[src/rtl/fetch_ctrl_pkg.sv]
// Shared types and defaults for the fetch-stage control slice.
// Latency: n/a (declarations only).
// Backpressure: n/a.
package fetch_ctrl_pkg;

  typedef enum logic [2:0] {
    ST_BOOT,
    ST_RUN,
    ST_WAIT,
    ST_REDIRECT,
    ST_ERROR
  } fetch_state_t;

  // ctrlMux1 encodings: sequential PC or writeback result
  localparam logic PCSRC_PLUS4  = 1'b0;
  localparam logic PCSRC_RESULT = 1'b1;
  // ctrlMux2 encodings: pass mux1 output or take branch target
  localparam logic PCSRC_SEQ    = 1'b0;
  localparam logic PCSRC_BRANCH = 1'b1;

  localparam int DEF_BOOT_CYCLES = 2;
  localparam int DEF_MAX_WAIT    = 15;
  localparam int DEF_CNT_W       = 16;

endpackage

[src/rtl/sat_counter.sv]
// Saturating up-counter with synchronous clear; holds at all-ones.
// Latency: count reflects inc one cycle after it is sampled.
// Backpressure: none; inc is ignored once saturated.
module sat_counter #(
  parameter int W = 16
) (
  input  logic         clock,
  input  logic         clr,
  input  logic         inc,
  output logic [W-1:0] count
);

  // clear wins over increment; stop at the maximum instead of wrapping
  always_ff @(posedge clock) begin
    if (clr) begin
      count <= '0;
    end else if (inc && (count != {W{1'b1}})) begin
      count <= count + 1'b1;
    end
  end

endmodule

[src/rtl/fetch_sequencer.sv]
// Fetch-stage control: PC/IF-ID enables, PC-source selects, imem handshake.
// Latency: enables and mux selects are combinational from state and inputs.
// Backpressure: stallD holds PC and IF/ID; a missing imemReady inserts bubbles.
module fetch_sequencer
  import fetch_ctrl_pkg::*;
#(
  parameter int BOOT_CYCLES = DEF_BOOT_CYCLES,
  parameter int MAX_WAIT    = DEF_MAX_WAIT,
  parameter int CNT_W       = DEF_CNT_W
) (
  input  logic             clock,
  input  logic             reset,
  input  logic             imemReady,
  input  logic             pcWriteW,
  input  logic             branchTakenE,
  input  logic             stallD,
  output logic             imemReq,
  output logic             pcEnable,
  output logic             pipeEnable,
  output logic             clearPipe,
  output logic             ctrlMux1,
  output logic             ctrlMux2,
  output logic             fetchError,
  output logic [CNT_W-1:0] stallCount
);

  localparam int BOOT_W = $clog2(BOOT_CYCLES + 1);
  localparam int WAIT_W = $clog2(MAX_WAIT + 1);

  fetch_state_t      state, stateNext;
  logic [BOOT_W-1:0] bootCnt, bootCntNext;
  logic [WAIT_W-1:0] waitCnt, waitCntNext;
  logic              redirect;
  logic              stallInc;

  // state and inline counters; reset returns to BOOT from anywhere
  always_ff @(posedge clock) begin
    if (reset) begin
      state   <= ST_BOOT;
      bootCnt <= '0;
      waitCnt <= '0;
    end else begin
      state   <= stateNext;
      bootCnt <= bootCntNext;
      waitCnt <= waitCntNext;
    end
  end

  // next state and all outputs; defaults describe a frozen PC with a bubble
  always_comb begin
    stateNext   = state;
    bootCntNext = bootCnt;
    waitCntNext = waitCnt;
    imemReq     = 1'b0;
    pcEnable    = 1'b0;
    pipeEnable  = 1'b1;
    clearPipe   = 1'b1;
    ctrlMux1    = PCSRC_PLUS4;
    ctrlMux2    = PCSRC_SEQ;
    fetchError  = 1'b0;
    stallInc    = 1'b0;
    redirect    = pcWriteW || branchTakenE;

    case (state)
      ST_BOOT: begin
        if (bootCnt == BOOT_W'(BOOT_CYCLES - 1)) begin
          stateNext = ST_RUN;
        end else begin
          bootCntNext = bootCnt + 1'b1;
        end
      end

      ST_RUN, ST_WAIT: begin
        imemReq  = 1'b1;
        stallInc = 1'b1;
        if (redirect) begin
          // writeback redirect beats a branch; the branch is simply dropped
          pcEnable  = 1'b1;
          stallInc  = 1'b0;
          ctrlMux1  = pcWriteW ? PCSRC_RESULT : PCSRC_PLUS4;
          ctrlMux2  = (branchTakenE && !pcWriteW) ? PCSRC_BRANCH : PCSRC_SEQ;
          stateNext = ST_REDIRECT;
        end else if (stallD) begin
          pipeEnable = 1'b0;
          clearPipe  = 1'b0;
          // an outstanding miss keeps timing out even while decode stalls
          if (state == ST_WAIT) begin
            if (imemReady) begin
              stateNext = ST_RUN;
            end else if (waitCnt == WAIT_W'(MAX_WAIT - 1)) begin
              stateNext = ST_ERROR;
            end else begin
              waitCntNext = waitCnt + 1'b1;
            end
          end
        end else if (imemReady) begin
          pcEnable  = 1'b1;
          clearPipe = 1'b0;
          stallInc  = 1'b0;
          stateNext = ST_RUN;
        end else if (state == ST_RUN) begin
          stateNext   = ST_WAIT;
          waitCntNext = WAIT_W'(1);
        end else if (waitCnt == WAIT_W'(MAX_WAIT - 1)) begin
          stateNext = ST_ERROR;
        end else begin
          waitCntNext = waitCnt + 1'b1;
        end
      end

      ST_REDIRECT: begin
        // imemReq low drops whatever fetch was in flight for the old path
        if (redirect) begin
          pcEnable = 1'b1;
          ctrlMux1 = pcWriteW ? PCSRC_RESULT : PCSRC_PLUS4;
          ctrlMux2 = (branchTakenE && !pcWriteW) ? PCSRC_BRANCH : PCSRC_SEQ;
        end else begin
          stateNext = ST_RUN;
        end
      end

      ST_ERROR: begin
        fetchError = 1'b1;
      end

      default: begin
        stateNext = ST_BOOT;
      end
    endcase
  end

  sat_counter #(.W(CNT_W)) uStallCnt (
    .clock (clock),
    .clr   (reset),
    .inc   (stallInc),
    .count (stallCount)
  );

endmodule

[config.mk]
export PLATFORM = sky130hd
export DESIGN_NAME = fetch_sequencer
export DESIGN_NICKNAME = d
export VERILOG_FILES = /design/src/rtl/fetch_ctrl_pkg.sv /design/src/rtl/sat_counter.sv /design/src/rtl/fetch_sequencer.sv
export SDC_FILE = /design/constraint.sdc
export NUM_CORES = 1
export LEC_CHECK = 0
export BUFFER_PORTS_ARGS = -buffer_cell sky130_fd_sc_hd__buf_2
export CORE_MARGIN = 5
export CORE_UTILIZATION = 55
export CTS_BUF_LIST = sky130_fd_sc_hd__clkbuf_16
export DETAILED_ROUTE_END_ITERATION = 10
export PLACE_DENSITY = 0.79
export SLEW_MARGIN = 10
export SYNTH_ARGS = -nofsm -noshare
export SYNTH_HDL_FRONTEND = slang
export SYNTH_SLANG_ARGS = --single-unit
[constraint.sdc]
create_clock -name clock -period 3.2 [get_ports clock]
set_clock_uncertainty 0.1 [all_clocks]
set_input_delay 0.32 -clock clock [delete_from_list [all_inputs] [get_ports clock]]
set_output_delay 0.32 -clock clock [all_outputs]
set_load 0.005 [all_outputs]
======== Word-level counts from Yosys, hierarchy flattened ========
Cells that the tools add are included.
operators by class
  mux-type cells .......................... 39
  eq/ne operators ......................... 13
  reductions and logical operators ........ 10
  magnitude comparators ................... 0
  shifts and indexed selects .............. 0
  bitwise logic cells ..................... 3
  $mul .................................... 0
  div/mod/pow operators ................... 0
  add/sub/neg operators ................... 3
operator list
  kind                     count
  $mux W3                  9
  $mux W4                  6
  $mux W1                  22
  $add A16 B1 Y16 const B  1
  $ne A16 B16 Y1 const B   1
  $pmux W3 S4              1
  $eq A3 B2 Y1 const B     2
  $ne A2 B2 Y1 const B     3
  $reduce_and A5 Y1        1
  $add A4 B1 Y4 const B    1
  $eq A4 B4 Y1 const B     1
  $ne A2 B1 Y1 const B     2
  $ne A4 B4 Y1 const B     1
  $reduce_and A4 Y1        1
  $eq A3 B1 Y1 const B     1
  $eq A3 B3 Y1 const B     1
  $logic_not A3 Y1         1
  $not A1 Y1               3
  $reduce_or A3 Y1         1
  $add A2 B1 Y2 const B    1
  $eq A2 B1 Y1 const B     1
  $logic_and A1 B1 Y1      2
  $pmux W1 S2              1
  $reduce_and A2 Y1        1
  other kinds (3)          3
storage, ports and cells
  bits in latches ......................... 0
  memory bits (writable) .................. 0
  word-level logic and storage cells ...... 72
  bits in registers ....................... 25
  memory bits (read-only) ................. 0
  output and inout port bits .............. 23
  input port bits ......................... 6
  memories kept ........................... 0

======== Depth between registers and ports, before layout ========
Gate-level depths: netlist (run 1).
  depth in word-level cells ............... 7
  depth in mapped cells ................... 6
  depth with buffers taken out ............ 6

======== Hierarchy ========
A second synthesis (run 1) with hierarchy kept.
unflattened totals
  cell total of the unflattened synthesis .. 178
  area total of the unflattened synthesis .. 1,512.7 sq um
by module, submodules not included
  module           seq. area each (sq um)  area each (sq um)  times used  cells an instance
  sat_counter      320.3                   848.3              1           99
  fetch_sequencer  180.2                   664.4              1           79

======== Worst setup path before layout (run 1) ========
Ideal clock, no wire load.
  kind .................................... reg2reg
  from .................................... register uStallCnt.count[0]
  to ...................................... register uStallCnt.count[11]
  data required time ...................... 2.979 ns
  cell stages (with the launch flop) ...... 7
  library setup time ...................... 0.121 ns
  buffers on the path ..................... 1
  path slack .............................. 1.251 ns
  period minus slack after synthesis ...... 1.949 ns
  arrival ................................. 1.728 ns
  cell sequence ........................... dfxtp_1 > ha_1 > nand4_2 > nor4_4 > buf_6 > nor4_2 > mux2_4
between the ends
  cells in the longest elaborated chain, start to end .. 2
  elaborated cells between the ends (all ways) .. 3
  those cells by class .................... 1 x add/sub; 1 x eq/ne; 1 x reduce/logical
RTL lines
  item                                                     line               text
  start: declaration                                       sat_counter.sv:10  output logic [W-1:0] count
  start signal: assignment                                 sat_counter.sv:18  count <= count + 1'b1;
  branches (longest 2 deep; another with $add A16 B1 Y16)  n/a
Parallel ways; which one is timed is not known.
A chain may end at the register's enable or synchronous reset.

======== Final worst setup path (run 1) ========
Ends and elaborated chain as after synthesis.

==> out/results.ini, run 1 <==
[drt]
dr.pass1.iters=4
vias_per_cell=6.215
drt_wl_total_um=3547
vias=1448
drtIter0Drc=121
drcViolationCount=0
wl_per_cell_um=15.22
ant_nets=0

[yosys]
yosysWarnings=0
synth_area_um2=1544
synth-seq-cells=25
synthCells=178
ys_types=52
seq_area_frac_synth=0.3241
syn_nets=188
avgSynthCellArea_um2=8.674

[place]
place_ws_ns=0.9578
placed_area_um2=1672
numPlacedInstances=229
dp_hpwl_um=2519
gp_congestion=0.8429
port_buffers=28

[clocking]
clock_sinks=25
cts_setup_buffers=0
cts_tree=built
cts_resized=0
cts_htree_levels=1
cts_buffers=3
clkSlewWorstSetupHoldPaths_ns=0.07
postCtsHoldBufs=0
cts.path.max_buffers=2
clk_latency_ns=0.26
root_buffer=clkbuf_16

[layout]
nNetsFinal=213
final_core_util=0.6416
num_antenna_cells=0
drive_above_1_share=0.2426
layout_commonest_cell=buf_2
fillers=231
syn_to_final_growth_pct=13.61
stdcell_count=233
stdcell_area_um2=1754
layout_common_cells=buf_2, dfxtp_1, nor2_1

[critical_path]
reg2reg_to=uStallCnt.count[11]
startpoint_type=register
slowest_delay_ns=0.75
reg2regPathDepth=5
crit_fanout=17
crit_start=uStallCnt.count[0]
rrSetupSlack_ns=0.91
worstSetupPathType=reg2reg
crit_path_top_delay_cell=nor4_4
arrival_ns=2.34
path_cells=ha_1 -> nand4_2 -> nor4_4 -> nor4_2 -> mux2_4
regToRegStartpoint=uStallCnt.count[0]
crit_required_ns=3.25
endpoint_kind=register

[global_routing]
antenna_found_initial=0
grt_pass1_wl_um=6258
grt_overflow_total=0
grt_pass1_vias=1344
track_usage=0.1870
grt_start_max_net_pins=31

[power_and_ir_drop]
power.share.sequential=0.436
ir_worst_vdd_uv=412.1
leakage_nw=0.7130
pwr-share-comb=0.230
p_clk_frac=0.334
power_mw=0.8440
switching_power_mw=0.2556
sw_frac_of_total=0.3028
internal-power_mw=0.5884
powerDensity_nw_per_um2=481.1

[timing]
finalCritPeriodShare=0.7149
setup_ws_ns=0.9123
setup_viol=0
fmax_mhz=437.1
rsz0062_at_grt=false
worstMarginPinSlew_ns=0.7565
hold_violations=0
finalCriticalPeriod_ns=2.288
whs_ns=0.2894
slew_violations=0
slew-limit-headroom=0.4919
tns_ns=0

[status]
status=finished, final reports clean

[hold_path]
holdCritStartpoint=imemReady
holdPathStages=3
hold_path_class=in2reg
whs_endpoint=state[1]

[floorplanning]
row_count=19
initial_core_util=0.5648
die_h_um=62.99
io_pins=29
die_area_um2=3967
die_w_um=62.99
core-area_um2=2734

[job]
maxCapViolCount=0

==> Yosys cell counts (all sizes together) <==
cell type	n	share of area
or2	1	0.0041
nand4b	1	0.0057
o21a	1	0.0049
xor2	1	0.018
nor4	8	0.046
buf	6	0.028
mux2i	2	0.013
o21ai	4	0.013
clkbuf	2	0.0049
nand4	5	0.028
and2	2	0.0081
dfxtp	25	0.32
ha	4	0.032
or4	6	0.029
inv	5	0.012
a21oi	12	0.039
a21o	1	0.0049
mux2	5	0.039
nor4b	1	0.0097
a31oi	4	0.016
nor3b	4	0.019
nand3b	1	0.0049
and3b	1	0.0057
nor2b	9	0.036
a211oi	1	0.0049
o21bai	2	0.0097
nor2	18	0.044
and3	5	0.021
nor3	6	0.027
nand3	10	0.036
a311oi	2	0.011
nand2b	1	0.0041
a2111oi	1	0.0057
xnor2	2	0.011
nand2	7	0.019
o31ai	6	0.029
and4	2	0.012
or3	1	0.0041
o211ai	3	0.015
==> kinds of logic after synthesis <==
kind of cell / count (synthesis) / share of synthesized area
buffers and inverters: 13 / 0.04538
flip-flops: 25 / 0.3241
XOR/XNOR: 3 / 0.02918
AND/OR/NAND/NOR: 89 / 0.3639
AO/OA/AOI/OAI: 37 / 0.1532
multiplexers: 7 / 0.05186
adder cells (fa/ha/maj): 4 / 0.03242
==> routing by layer <==
metal  global-route usage  up-vias  wire, µm
met5                    0        -         0
met1               0.2297      697      1534
met3              0.02698        2       117
met4              0.07427        0        17
li1                     -      724         -
met2               0.3231       25      1878
==> critical path, delay by kind of cell (launching register included) <==
| family | cells | cell delay (ns) |
|---|---|---|
| simple gates | 3 | 1.06 |
| fa+ha+maj | 1 | 0.26 |
| flops | 1 | 0.44 |
| mux | 1 | 0.32 |
==> sequential cells by signal, summed over array words and instances (netlist names) <==
signal and count:
waitCnt 4, uStallCnt.count 16, bootCnt 2, state 3
==> worst max-delay path by stage <==
stage	cells after the start	slack [ns]	to
finish	5	0.91	uStallCnt.count[11]
detailed placement	5	0.96	uStallCnt.count[11]
global route	5	0.69	uStallCnt.count[7]
global placement	5	1.05	uStallCnt.count[11]
CTS	5	0.91	uStallCnt.count[11]
floorplan	6	1.25	uStallCnt.count[11]
==> layout make-up <==
cell class	count	area [µm²]	share of cell area
timing repair buffer	28	140.1	0.07989
tap	31	38.79	0.02211
sequential	25	500.5	0.2853
clock inverter	1	7.507	0.004280
clock buffer	3	75.07	0.04280
inverter	5	18.77	0.01070
multi-input combinational	140	973.4	0.5549
==> power groups by stage <==
stage / combinational [mW] / sequential (mW) / clock (mW)
after global routing: 0.222 / 0.372 / 0.309
final: 0.194 / 0.368 / 0.282
after floorplan: 0.169 / 0.352 / 0
after global placement: 0.188 / 0.373 / 0
after detailed placement: 0.194 / 0.374 / 0
after CTS: 0.197 / 0.367 / 0.288
No activity file was read; power rests on OpenSTA's default activity.
==> run 2: changes to the inputs <==
Settings changed: ABC_AREA set to 1, CORE_UTILIZATION 55 to 50, PLACE_DENSITY 0.79 to 0.75.
Clock period 3.2 ns to 1.9 ns, I/O delays scaled along.
==> out/results.ini, run 2 <==
[hold_path]
holdPathStages=2
holdCritStartpoint=reset
hold_path_class=in2reg
whs_endpoint=uStallCnt.count[4]

[clocking]
clk_latency_ns=0.26
clock_sinks=25
cts_htree_levels=1
cts_resized=0
cts_tree=built
cts_setup_buffers=0
postCtsHoldBufs=0
cts_buffers=3
clkSlewWorstSetupHoldPaths_ns=0.07
root_buffer=clkbuf_16
cts.path.max_buffers=2

[place]
gp_congestion=0.8550
placed_area_um2=1857
port_buffers=28
numPlacedInstances=333
dp_hpwl_um=2729

[yosys]
syn_nets=269
synth_top_area_share=0.3014
ys_top_cells_by_count=nand2_1, nor2_1, inv_1
avgSynthCellArea_um2=6.411
synth-seq-cells=25
async_reset_ff_frac=0
synth_ff_type=dfxtp_1
yosysWarnings=0
synthCells=259
synth-edff-count=0
yosys-top-cells-area=dfxtp_1, nand2_1, nor2_1, inv_1, a21oi_2
synth_area_um2=1660
synth.most_common_cell=nand2_1
seq_area_frac_synth=0.3014
yosysTopAreaCell=dfxtp_1
ys_types=29

[critical_path]
cp.depth=9
critPathMostFrequentCell=nor2_1
startpoint_type=register
worstSetupPathType=reg2reg
crit_fanout=13
crit_required_ns=1.95
rrSetupSlack_ns=0.21
endpoint_kind=register
path_cells=ha_1 -> nand2_1 -> nor2_1 -> nand2_2 -> o21ai_2 -> buf_4 -> nor2_1 -> nor2_1 -> nor2_1
reg2reg_to=uStallCnt.count[15]
path_buf_inv=1
slowest_delay_ns=0.39
crit_path_top_delay_cell=dfxtp_1
crit_family=simple AND/OR/NAND/NOR gates
regToRegStartpoint=uStallCnt.count[1]
reg2regPathDepth=9
crit_start=uStallCnt.count[1]
arrival_ns=1.74

[drt]
drt_wl_total_um=3708
dr.pass1.iters=4
vias_per_cell=4.884
vias=1646
drcViolationCount=0
wl_per_cell_um=11.00
ant_nets=0
drtIter0Drc=98

[timing]
rsz0062_at_grt=false
worstMarginPinSlew_ns=0.3462
hold_violations=0
slew_violations=0
finalCritPeriodShare=0.8892
slew-limit-headroom=0.7686
finalCriticalPeriod_ns=1.689
fmax_mhz=591.9
tns_ns=0
setup_viol=0

[job]
maxCapViolCount=0

[global_routing]
grt_start_max_net_pins=16
grt_overflow_total=0
track_usage=0.1721
grt_pass1_wl_um=6113
grt_pass1_vias=1437
antenna_found_initial=0

[power_and_ir_drop]
power.share.sequential=0.388
sw_frac_of_total=0.3475
switching_power_mw=0.5560
internal-power_mw=1.044
p_clk_frac=0.288
ir_worst_vdd_uv=311.0
pwr-share-comb=0.323
leakage_nw=0.8597
powerDensity_nw_per_um2=825.9

[layout]
nNetsFinal=302
largest_reg_flops=16
top_regs=uStallCnt.count x16, waitCnt x4, state x3
stdcell_area_um2=1937
drive_above_1_share=0.2131
layout_commonest_cell=nand2_1
syn_to_final_growth_pct=16.65
num_antenna_cells=0
layout_common_cells=nand2_1, nor2_1, inv_1
stdcell_count=337
regMostFlops=uStallCnt.count

[floorplanning]
initial_core_util=0.5055
die_w_um=67.63
die_area_um2=4573
io_pins=29
core-area_um2=3284
row_count=21
die_h_um=67.63

[status]
status=finished, final reports clean

[run 2: changes by cell type after synthesis, moves of 8 or more]
cell	delta
nor2b_1	-9
inv_1	+27
nand3_1	+8
a21oi_2	+10
o21ai_0	+9
nand2_1	+68
nor2_1	+18
[run 2: power by group through the flow]
stage               registers, mW  logic, mW  clock network, mW
detailed placement          0.632      0.516                  0
finish                      0.621      0.517              0.461
global route                0.627      0.583              0.500
global placement            0.631      0.507                  0
CTS                         0.620      0.520              0.476
floorplan                   0.624      0.390                  0
[run 2: area by class of cell]
| cell class | count | area [µm²] |
|---|---|---|
| multi-input combinational | 194 | 992.2 |
| clock buffer | 3 | 75.07 |
| fill | 325 | 1348 |
| tap | 46 | 57.56 |
| timing repair buffer | 32 | 170.2 |
| clock inverter | 1 | 5.005 |
| sequential | 25 | 500.5 |
| inverter | 36 | 136.4 |
[run 2: worst max-delay path by stage]
| stage | to | slack [ns] |
|---|---|---|
| after global placement | uStallCnt.count[13] | 0.33 |
| final | uStallCnt.count[15] | 0.21 |
| after global routing | uStallCnt.count[10] | 0.08 |
| after floorplan | uStallCnt.count[11] | 0.35 |
| after detailed placement | uStallCnt.count[15] | 0.28 |
| after CTS | uStallCnt.count[15] | 0.21 |
[run 2: cells by family after synthesis]
group           count (synthesis)  share of synthesized area
simple gates                  147                     0.3934
buf+inv                        40                     0.1010
compound gates                 36                     0.1371
flops                          25                     0.3014
xor+xnor                        7                    0.03693
fa+ha+maj                       4                    0.03014
[run 2: worst register-to-register path: stages (launching register included)]
cell	delay (ns)
dfxtp_1	0.39
ha_1	0.23
nand2_1	0.07
nor2_1	0.12
nand2_2	0.11
o21ai_2	0.16
buf_4	0.21
nor2_1	0.06
nor2_1	0.08
nor2_1	0.05
[run 2: per-layer routing]
| metal | vias up | GRT usage | share of wire |
|---|---|---|---|
| li1 | 879 | - | - |
| met1 | 734 | 0.2181 | 0.47 |
| met2 | 31 | 0.2965 | 0.48 |
| met3 | 2 | 0.02662 | 0.039 |
| met4 | 0 | 0.05316 | 0.0065 |
| met5 | - | 0 | 0 |
[run 2: metrics by stage]
stage               total power, mW    util  hold slack [ns]  setup slack, ns
floorplan                     1.013       -           0.3169           0.3460
global placement              1.138  0.5653           0.3476           0.3260
detailed placement            1.149  0.5653           0.3686           0.2768
CTS                           1.615  0.5897           0.1144           0.2117
global route                  1.709  0.5897           0.1131          0.08164
finish                        1.600  0.5897           0.1144           0.2105
==> run 3: changes to the inputs <==
Settings changed: CORE_UTILIZATION 50 to 55, PLACE_DENSITY 0.75 to 0.79.
Clock period 1.9 ns to 1.95 ns, I/O delays scaled along.
==> out/results.ini, run 3 (same netlist as run 2, synthesis figures left out) <==
[critical_path]
crit_required_ns=1.65
crit_fanout=6
arrival_ns=1.40
worstSetupPathType=reg2out
path_cells=inv_2 -> nand2_1 -> nand3_1 -> o21ai_0 -> buf_2
endpoint_kind=output pin
slowest_delay_ns=0.44
cp.depth=5
crit_family=flip-flops
reg2regPathDepth=8
rrSetupSlack_ns=0.32
path_buf_inv=2
crit_path_top_delay_cell=dfxtp_1
startpoint_type=register

[global_routing]
track_usage=0.1919
grt_pass1_wl_um=6527
grt_pass1_vias=1603
grt_start_max_net_pins=17
grt_overflow_total=0
antenna_found_initial=0

[clocking]
cts_buffers=3
cts.path.max_buffers=2
cts_setup_buffers=0
clock_sinks=25
cts_htree_levels=1
postCtsHoldBufs=0
clk_latency_ns=0.26
root_buffer=clkbuf_16
cts_resized=0
cts_tree=built
clkSlewWorstSetupHoldPaths_ns=0.06

[place]
gp_congestion=0.9237
port_buffers=28
place_ws_ns=0.3283
numPlacedInstances=320
dp_hpwl_um=2694

[job]
maxCapViolCount=0

[floorplanning]
initial_core_util=0.5576
row_count=20
core-area_um2=2978
die_area_um2=4218
io_pins=29
die_w_um=64.95
die_h_um=64.95

[power_and_ir_drop]
ir_worst_vdd_uv=349.5
powerDensity_nw_per_um2=806.7
leakage_nw=0.8605

[drt]
vias=1660
drcViolationCount=0
drt_wl_total_um=3606
drtIter0Drc=63
dr.pass1.iters=4
wl_per_cell_um=11.13
ant_nets=0
vias_per_cell=5.123

[layout]
syn_to_final_growth_pct=15.60
layout_commonest_cell=nand2_1
top_regs=uStallCnt.count x16, waitCnt x4, state x3
largest_reg_flops=16
stdcell_count=324
nNetsFinal=302
layout_common_cells=nand2_1, nor2_1, inv_1
num_antenna_cells=0
drive_above_1_share=0.2096
regMostFlops=uStallCnt.count

[timing]
setup_ws_ns=0.2575
slew_violations=0
slew-limit-headroom=0.7240
finalCriticalPeriod_ns=1.693
hold_violations=0
finalCritPeriodShare=0.8680
fmax_mhz=590.8
tns_ns=0
worstMarginPinSlew_ns=0.4140
setup_viol=0
rsz0062_at_grt=false
whs_ns=0.2362

[hold_path]
holdPathStages=6
hold_path_class=in2reg

[status]
status=finished, final reports clean

[run 3: routing by layer]
metal | global-route usage | vias to the layer above | share of wire
met1 | 0.2262 | 721 | 0.46
met2 | 0.3295 | 45 | 0.46
met4 | 0.1029 | 0 | 0.019
li1 | - | 887 | -
met3 | 0.03120 | 7 | 0.058
met5 | 0 | - | 0
[run 3: metrics by stage]
| stage | utilization | area, µm² | power, mW |
|---|---|---|---|
| floorplan | - | 1660 | 0.9872 |
| global placement | 0.6181 | 1841 | 1.110 |
| detailed placement | 0.6181 | 1841 | 1.116 |
| CTS | 0.6445 | 1919 | 1.568 |
| global route | 0.6445 | 1919 | 1.672 |
| finish | 0.6445 | 1919 | 1.548 |
[run 3: final cells by class]
cell class	instances	area [µm²]
fillers	289	1059
multi-input cells	194	992.2
flip-flops and latches	25	500.5
repair buffers	32	170.2
inverters	36	136.4
clock buffers	3	75.07
well taps	33	41.29
clock inverters	1	3.754
[run 3: power breakdown]
part	internal [mW]	switching, mW
sequential	0.558	0.0499
combinational	0.185	0.310
clock	0.274	0.171
total	1.02	0.531
[run 3: worst register-to-register path, stage by stage, from the launching register on]
cell,delay (ns)
dfxtp_1,0.40
ha_1,0.22
nand2_1,0.06
nor2_1,0.11
nand2_2,0.10
o21ai_2,0.17
buf_4,0.18
nand2_1,0.08
a21oi_2,0.13
[run 3: path summary, 6_finish.rpt]
| kind | from | to |
|---|---|---|
| min reg2reg | bootCnt[1] | bootCnt[1] |
| max | state[1] | pcEnable |
| min | imemReady | state[1] |
| max reg2reg | uStallCnt.count[0] | uStallCnt.count[2] |
